--- src/rtl/pdm_frame_unpack.sv ---
// pdm_frame_unpack: rebuilds 4-byte PDM frames {id[2:0], data[4:0]} from a
// UART byte stream (order id 3, 2, 1, 0) into four parallel 5-bit channels.
// Ports:
//   clk, rst_n        clock, synchronous active-low reset
//   rx_byte, rx_valid received byte and its single-cycle strobe
//   ch_sum, ch_diff,  channel payloads of ids 3, 2, 1, 0; updated together
//   ch1, ch0          on a commit and held otherwise
//   frame_valid       1-cycle pulse after a frame commits
//   frame_err         1-cycle pulse after a sequence error or timeout
//   err_count         saturating error counter
//   locked            LOCK_FRAMES consecutive good frames seen since last error
module pdm_frame_unpack #(
    parameter int TIMEOUT_CYCLES = 1024,
    parameter int LOCK_FRAMES    = 4,
    parameter int ERR_BITS       = 16
) (
    input  logic                clk,
    input  logic                rst_n,
    input  logic [7:0]          rx_byte,
    input  logic                rx_valid,
    output logic [4:0]          ch_sum,
    output logic [4:0]          ch_diff,
    output logic [4:0]          ch1,
    output logic [4:0]          ch0,
    output logic                frame_valid,
    output logic                frame_err,
    output logic [ERR_BITS-1:0] err_count,
    output logic                locked
);

    localparam int TW = $clog2(TIMEOUT_CYCLES);
    localparam int GW = $clog2(LOCK_FRAMES + 1);

    localparam logic [TW-1:0] T_LAST = TW'(TIMEOUT_CYCLES - 1);
    localparam logic [GW-1:0] G_MAX  = GW'(LOCK_FRAMES);

    localparam logic [1:0] HUNT = 2'd0;
    localparam logic [1:0] EXP2 = 2'd1;
    localparam logic [1:0] EXP1 = 2'd2;
    localparam logic [1:0] EXP0 = 2'd3;

    logic [1:0]          state_q, state_d;
    logic [TW-1:0]       timer_q, timer_d;
    logic [GW-1:0]       good_q, good_d;
    logic [4:0]          hsum_q, hsum_d;
    logic [4:0]          hdiff_q, hdiff_d;
    logic [4:0]          h1_q, h1_d;
    logic [4:0]          sum_q, diff_q, c1_q, c0_q;
    logic                fv_q, fe_q;
    logic [ERR_BITS-1:0] ecnt_q;

    logic [2:0] id;
    logic [4:0] data;
    logic [2:0] exp_id;
    logic       commit;
    logic       err;

    assign id   = rx_byte[7:5];
    assign data = rx_byte[4:0];

    always_comb begin
        exp_id = 3'd0;
        case (state_q)
            EXP2:    exp_id = 3'd2;
            EXP1:    exp_id = 3'd1;
            default: exp_id = 3'd0;
        endcase
    end

    always_comb begin
        state_d = state_q;
        hsum_d  = hsum_q;
        hdiff_d = hdiff_q;
        h1_d    = h1_q;
        commit  = 1'b0;
        err     = 1'b0;

        if (state_q == HUNT) begin
            // Anything but a frame start is dropped silently while hunting.
            if (rx_valid && id == 3'd3) begin
                hsum_d  = data;
                state_d = EXP2;
            end
        end else if (rx_valid) begin
            if (id == exp_id) begin
                case (state_q)
                    EXP2: begin
                        hdiff_d = data;
                        state_d = EXP1;
                    end
                    EXP1: begin
                        h1_d    = data;
                        state_d = EXP0;
                    end
                    default: begin
                        commit  = 1'b1;
                        state_d = HUNT;
                    end
                endcase
            end else begin
                err = 1'b1;
                // A stray id 3 is most likely the start of the next frame.
                if (id == 3'd3) begin
                    hsum_d  = data;
                    state_d = EXP2;
                end else begin
                    state_d = HUNT;
                end
            end
        end else if (timer_q == T_LAST) begin
            err     = 1'b1;
            state_d = HUNT;
        end
    end

    always_comb begin
        timer_d = timer_q + TW'(1);
        if (rx_valid || state_d == HUNT || state_q == HUNT) begin
            timer_d = '0;
        end
    end

    always_comb begin
        good_d = good_q;
        if (err) begin
            good_d = '0;
        end else if (commit && good_q != G_MAX) begin
            good_d = good_q + GW'(1);
        end
    end

    always_ff @(posedge clk) begin
        if (!rst_n) begin
            state_q <= HUNT;
            timer_q <= '0;
            good_q  <= '0;
            hsum_q  <= '0;
            hdiff_q <= '0;
            h1_q    <= '0;
            sum_q   <= '0;
            diff_q  <= '0;
            c1_q    <= '0;
            c0_q    <= '0;
            fv_q    <= 1'b0;
            fe_q    <= 1'b0;
            ecnt_q  <= '0;
        end else begin
            state_q <= state_d;
            timer_q <= timer_d;
            good_q  <= good_d;
            hsum_q  <= hsum_d;
            hdiff_q <= hdiff_d;
            h1_q    <= h1_d;
            fv_q    <= commit;
            fe_q    <= err;
            if (commit) begin
                sum_q  <= hsum_q;
                diff_q <= hdiff_q;
                c1_q   <= h1_q;
                c0_q   <= data;
            end
            if (err && !(&ecnt_q)) begin
                ecnt_q <= ecnt_q + ERR_BITS'(1);
            end
        end
    end

    assign ch_sum      = sum_q;
    assign ch_diff     = diff_q;
    assign ch1         = c1_q;
    assign ch0         = c0_q;
    assign frame_valid = fv_q;
    assign frame_err   = fe_q;
    assign err_count   = ecnt_q;
    assign locked      = (good_q == G_MAX);

endmodule

--- config.mk ---
export PLATFORM = sky130hd
export DESIGN_NAME = pdm_frame_unpack
export DESIGN_NICKNAME = d
export VERILOG_FILES = /design/src/rtl/pdm_frame_unpack.sv
export SDC_FILE = /design/constraint.sdc
export NUM_CORES = 1
export LEC_CHECK = 0
export CAP_MARGIN = 20
export CORE_MARGIN = 1
export CORE_UTILIZATION = 30
export CTS_BUF_LIST = sky130_fd_sc_hd__clkbuf_4 sky130_fd_sc_hd__clkbuf_8
export DETAILED_ROUTE_END_ITERATION = 6
export PLACE_DENSITY_LB_ADDON = 0.12
export SYNTH_ARGS = -nofsm -noshare
export SYNTH_HDL_FRONTEND = slang
export SYNTH_SLANG_ARGS = --single-unit
--- constraint.sdc ---
create_clock -name clk -period 3.25 [get_ports clk]
set_input_delay 0.4875 -clock clk [delete_from_list [all_inputs] [get_ports clk]]
set_output_delay 0.4875 -clock clk [all_outputs]
set_load 0.02 [all_outputs]
==> key figures <==
Timing
  – Fmax: 0.372 GHz
  – Final hold vios: 0
  – Slew @ Worst Pin: 0.698 ns
  – Final worst-path cycle share: 82.7%
  – WHS: 0.455 ns
  – Fin Setup TNS: 0 ns
  – Final setup viols: 0
  – Max_slew headroom: roughly 53%
  – Final worst path period need: 2.69 ns
  – Final Skew: around 0.011 ns
  – Unrepaired setup endpoints after global routing: false
  – Max Slew Vio Count: 0

Critical path
  – CP Cell Sequence: inv_1, ha_1, nand4b_1, o31a_1, or3_1, or4b_1, a21oi_1
  – Worst EP arrival: 2.96 ns
  – Crit path max-delay cell type: or3_1
  – Largest stage delay, worst path: between 0.5 and 0.6 ns
  – CP endpoint kind: flop
  – CP delay by family, top: simple AND/OR/NAND/NOR gates
  – Startpoint types: flop
  – Kind of critical path: reg -> reg
  – Worst path buffer plus inverter count: 1
  – Critical path required time: 3.52 ns
  – Crit path max fanout: 10

Drt
  – Total number of vias: 2,491
  – Final ANT Viol Nets: 0
  – Routed WL per cell: roughly 13 um
  – Detailed Route Iter0 Violations: 82
  – DR vias/cell: around 4.7
  – Routed WL: 6840 um
  – # DRC: 0
  – Drt first pass iters: 4

Logic synthesis
  – Mapped Area: around 0.0029 mm2
  – Gate count after technology mapping: 338
  – Number of synthesized flops with an enable pin: 0
  – Synth top area cells: dfxtp_1 (47%), nand2_1 (8.4%), a21oi_1 (5.8%)
  – Share of the synthesized area in the top cell type: approximately 47%
  – Area leader, netlist: dfxtp_1
  – Ys async rst share: 0%
  – Flops & latches, synth: 68
  – Distinct cell type count after synthesis: 51
  – Post-synthesis sequential area ratio: between 40 and 50%
  – Top FF cell, synth: dfxtp_1
  – Ys Warns: 0
  – Mapped Nets: 358
  – Syn_area_per_cell: 8.61 um2

Layout
  – FF+latch area: 0.00136 mm2
  – Fillers: 966
  – Area growth syn-to-layout: 30.1%
  – Inserted Diodes: 0
  – Multi-input combinational cell area: 0.00144 mm2
  – Share of layout cells above drive strength 1: 7.83%
  – Most frequent cells in the layout: dfxtp_1 (68), nand2_1 (65), clkdlybuf4s50_1 (49), a21oi_1 (34), nor2_1 (32)
  – Fin nets: about 410
  – Most common cell after layout, fill and taps aside: dfxtp_1

Clock network
  – CTS tree: built
  – Number of buffers added for setup after CTS: 0
  – Hold-fix buffer count after cts: 0
  – CTS root buffer: clkbuf_8
  – Gates resized, CTS repair: 0
  – CTS max path bufs: 2
  – Clk sinks: 68
  – H-tree depth: 3
  – TritonCTS buffer count: 9
  – Register clock-pin slew on the reported worst setup and hold paths: 0.08 ns
  – Clk Latency, worst-skew pair: ~0.34 ns

Placement
  – Dpl hpwl: 4770 um
  – Buffers on Ports: 49
  – RD Place Congestion: 0.767

Power
  – Leak: 0.00128 uW
  – Maximum vdd drop: 0.204 mV
  – Power Density: 466 mW/mm2
  – Pwr Total: 1760 uW

Die
  – Die area: 0.0101 mm2
  – Die height: roughly 100 um
  – FP Rows: 35
  – Core Area: slightly above 0.009 mm2
  – Ports: 50
  – Starting Density: a little under a third
  – Die W: 100 um

Outcome
  – Outcome: complete, no violations

Global routing
  – Global-route usage over all layers: 15.0%
  – Congestion Overflow GR: 0
  – Vias in the first global route: roughly 2,300
  – Largest net degree at the start of global routing: 24
  – First-pass GRT wire length: around 12,000 um
  – Initial antenna violation count: 0

Hold path
  – Worst Hold Class: reg -> reg

Run
  – MaxCap Viol Count: 0
-- power by group --
| group | leakage [uW] | total, uW | internal (uW) | switching (uW) |
|---|---|---|---|---|
| logic | 0.000605 | 59.7 | 24.0 | 35.7 |
| registers | 0.000548 | 837 | 835 | 1.86 |
| clock network | 0.000124 | 868 | 515 | 353 |
| total | 0.00128 | 1760 | 1370 | 390 |
-- path summary, 6_finish.rpt --
path                            from                         end  slack, ns  cells past startpoint
max            state_q[0]$_SDFF_PN0_  err_count[14]$_SDFFE_PN0P_       0.56                      7
min          hdiff_q[2]$_SDFFE_PN0P_     ch_diff[2]$_SDFFE_PN0P_       0.45                      2
max reg2reg    state_q[0]$_SDFF_PN0_  err_count[14]$_SDFFE_PN0P_       0.56                      7
min reg2reg  hdiff_q[2]$_SDFFE_PN0P_     ch_diff[2]$_SDFFE_PN0P_       0.45                      2
-- cell usage after synthesis, types with 2 or more instances --
library cell	n
inv_1	8
nor4b_1	2
or4_1	4
nand3_1	19
nor3_1	5
xnor2_1	8
o211ai_1	2
and2_1	5
nand2b_1	2
dfxtp_1	68
a21oi_1	34
xor2_1	9
nor2_1	32
o211a_1	2
buf_6	3
o21ai_0	2
mux2i_1	7
o31ai_1	2
nand2_1	65
nor4_1	6
nand4_1	5
ha_1	9
clkbuf_1	10
o41ai_1	2
-- logic make-up after synthesis --
| family | after synthesis | share of synthesized area [%] |
|---|---|---|
| AOI/OAI and AO/OA | 53 | 11.5 |
| muxes | 7 | 2.41 |
| and+or+nand+nor | 160 | 26.4 |
| adders and majority gates | 9 | 3.87 |
| DFF | 68 | 46.8 |
| buffers and inverters | 24 | 3.91 |
| xor gates and xnor gates | 17 | 5.12 |
-- metal layers --
| layer | routed length, um | GRT usage [%] | up-vias | share of wire (%) |
|---|---|---|---|---|
| li1 | - | - | 1280 | - |
| met1 | 3430 | 19.8 | 1156 | 50 |
| met2 | 3040 | 23.0 | 48 | 44 |
| met3 | 280 | 4.58 | 7 | 4.1 |
| met4 | 85 | 5.69 | 0 | 1.2 |
| met5 | 0 | 0 | - | 0 |
-- cell type report --
cell class              instances  share of cell area (%)
well taps                     129                    4.26
multi-input cells             246                    37.9
clock inverters                 7                    3.20
flip-flops and latches         68                    35.9
inverters                       9                   0.892
clock buffers                   9                    3.27
repair buffers                 57                    14.5
-- tightest hold or removal path: stages, from the launching register on --
cell and delay, ns:
dfxtp_1 0.31, nand2_1 0.05, a21oi_1 0.05
-- sequential cells by signal, indices dropped and copies added, names as in the netlist, 2 cells and up --
signal     count
err_count     16
timer_q       10
ch0            5
ch1            5
ch_diff        5
ch_sum         5
h1_q           5
hdiff_q        5
hsum_q         5
good_q         3
state_q        2
-- stage by stage --
stage,cells,cell area (um2),utilization (%),setup WS (ns)
after floorplan,338,2910,-,0.815
after global placement,509,3540,38.0,0.506
after detailed placement,509,3540,38.0,0.457
after CTS,525,3790,40.6,0.577
after global routing,525,3790,40.6,0.353
final,525,3790,40.6,0.562
No activity file was read; power rests on OpenSTA's default activity.
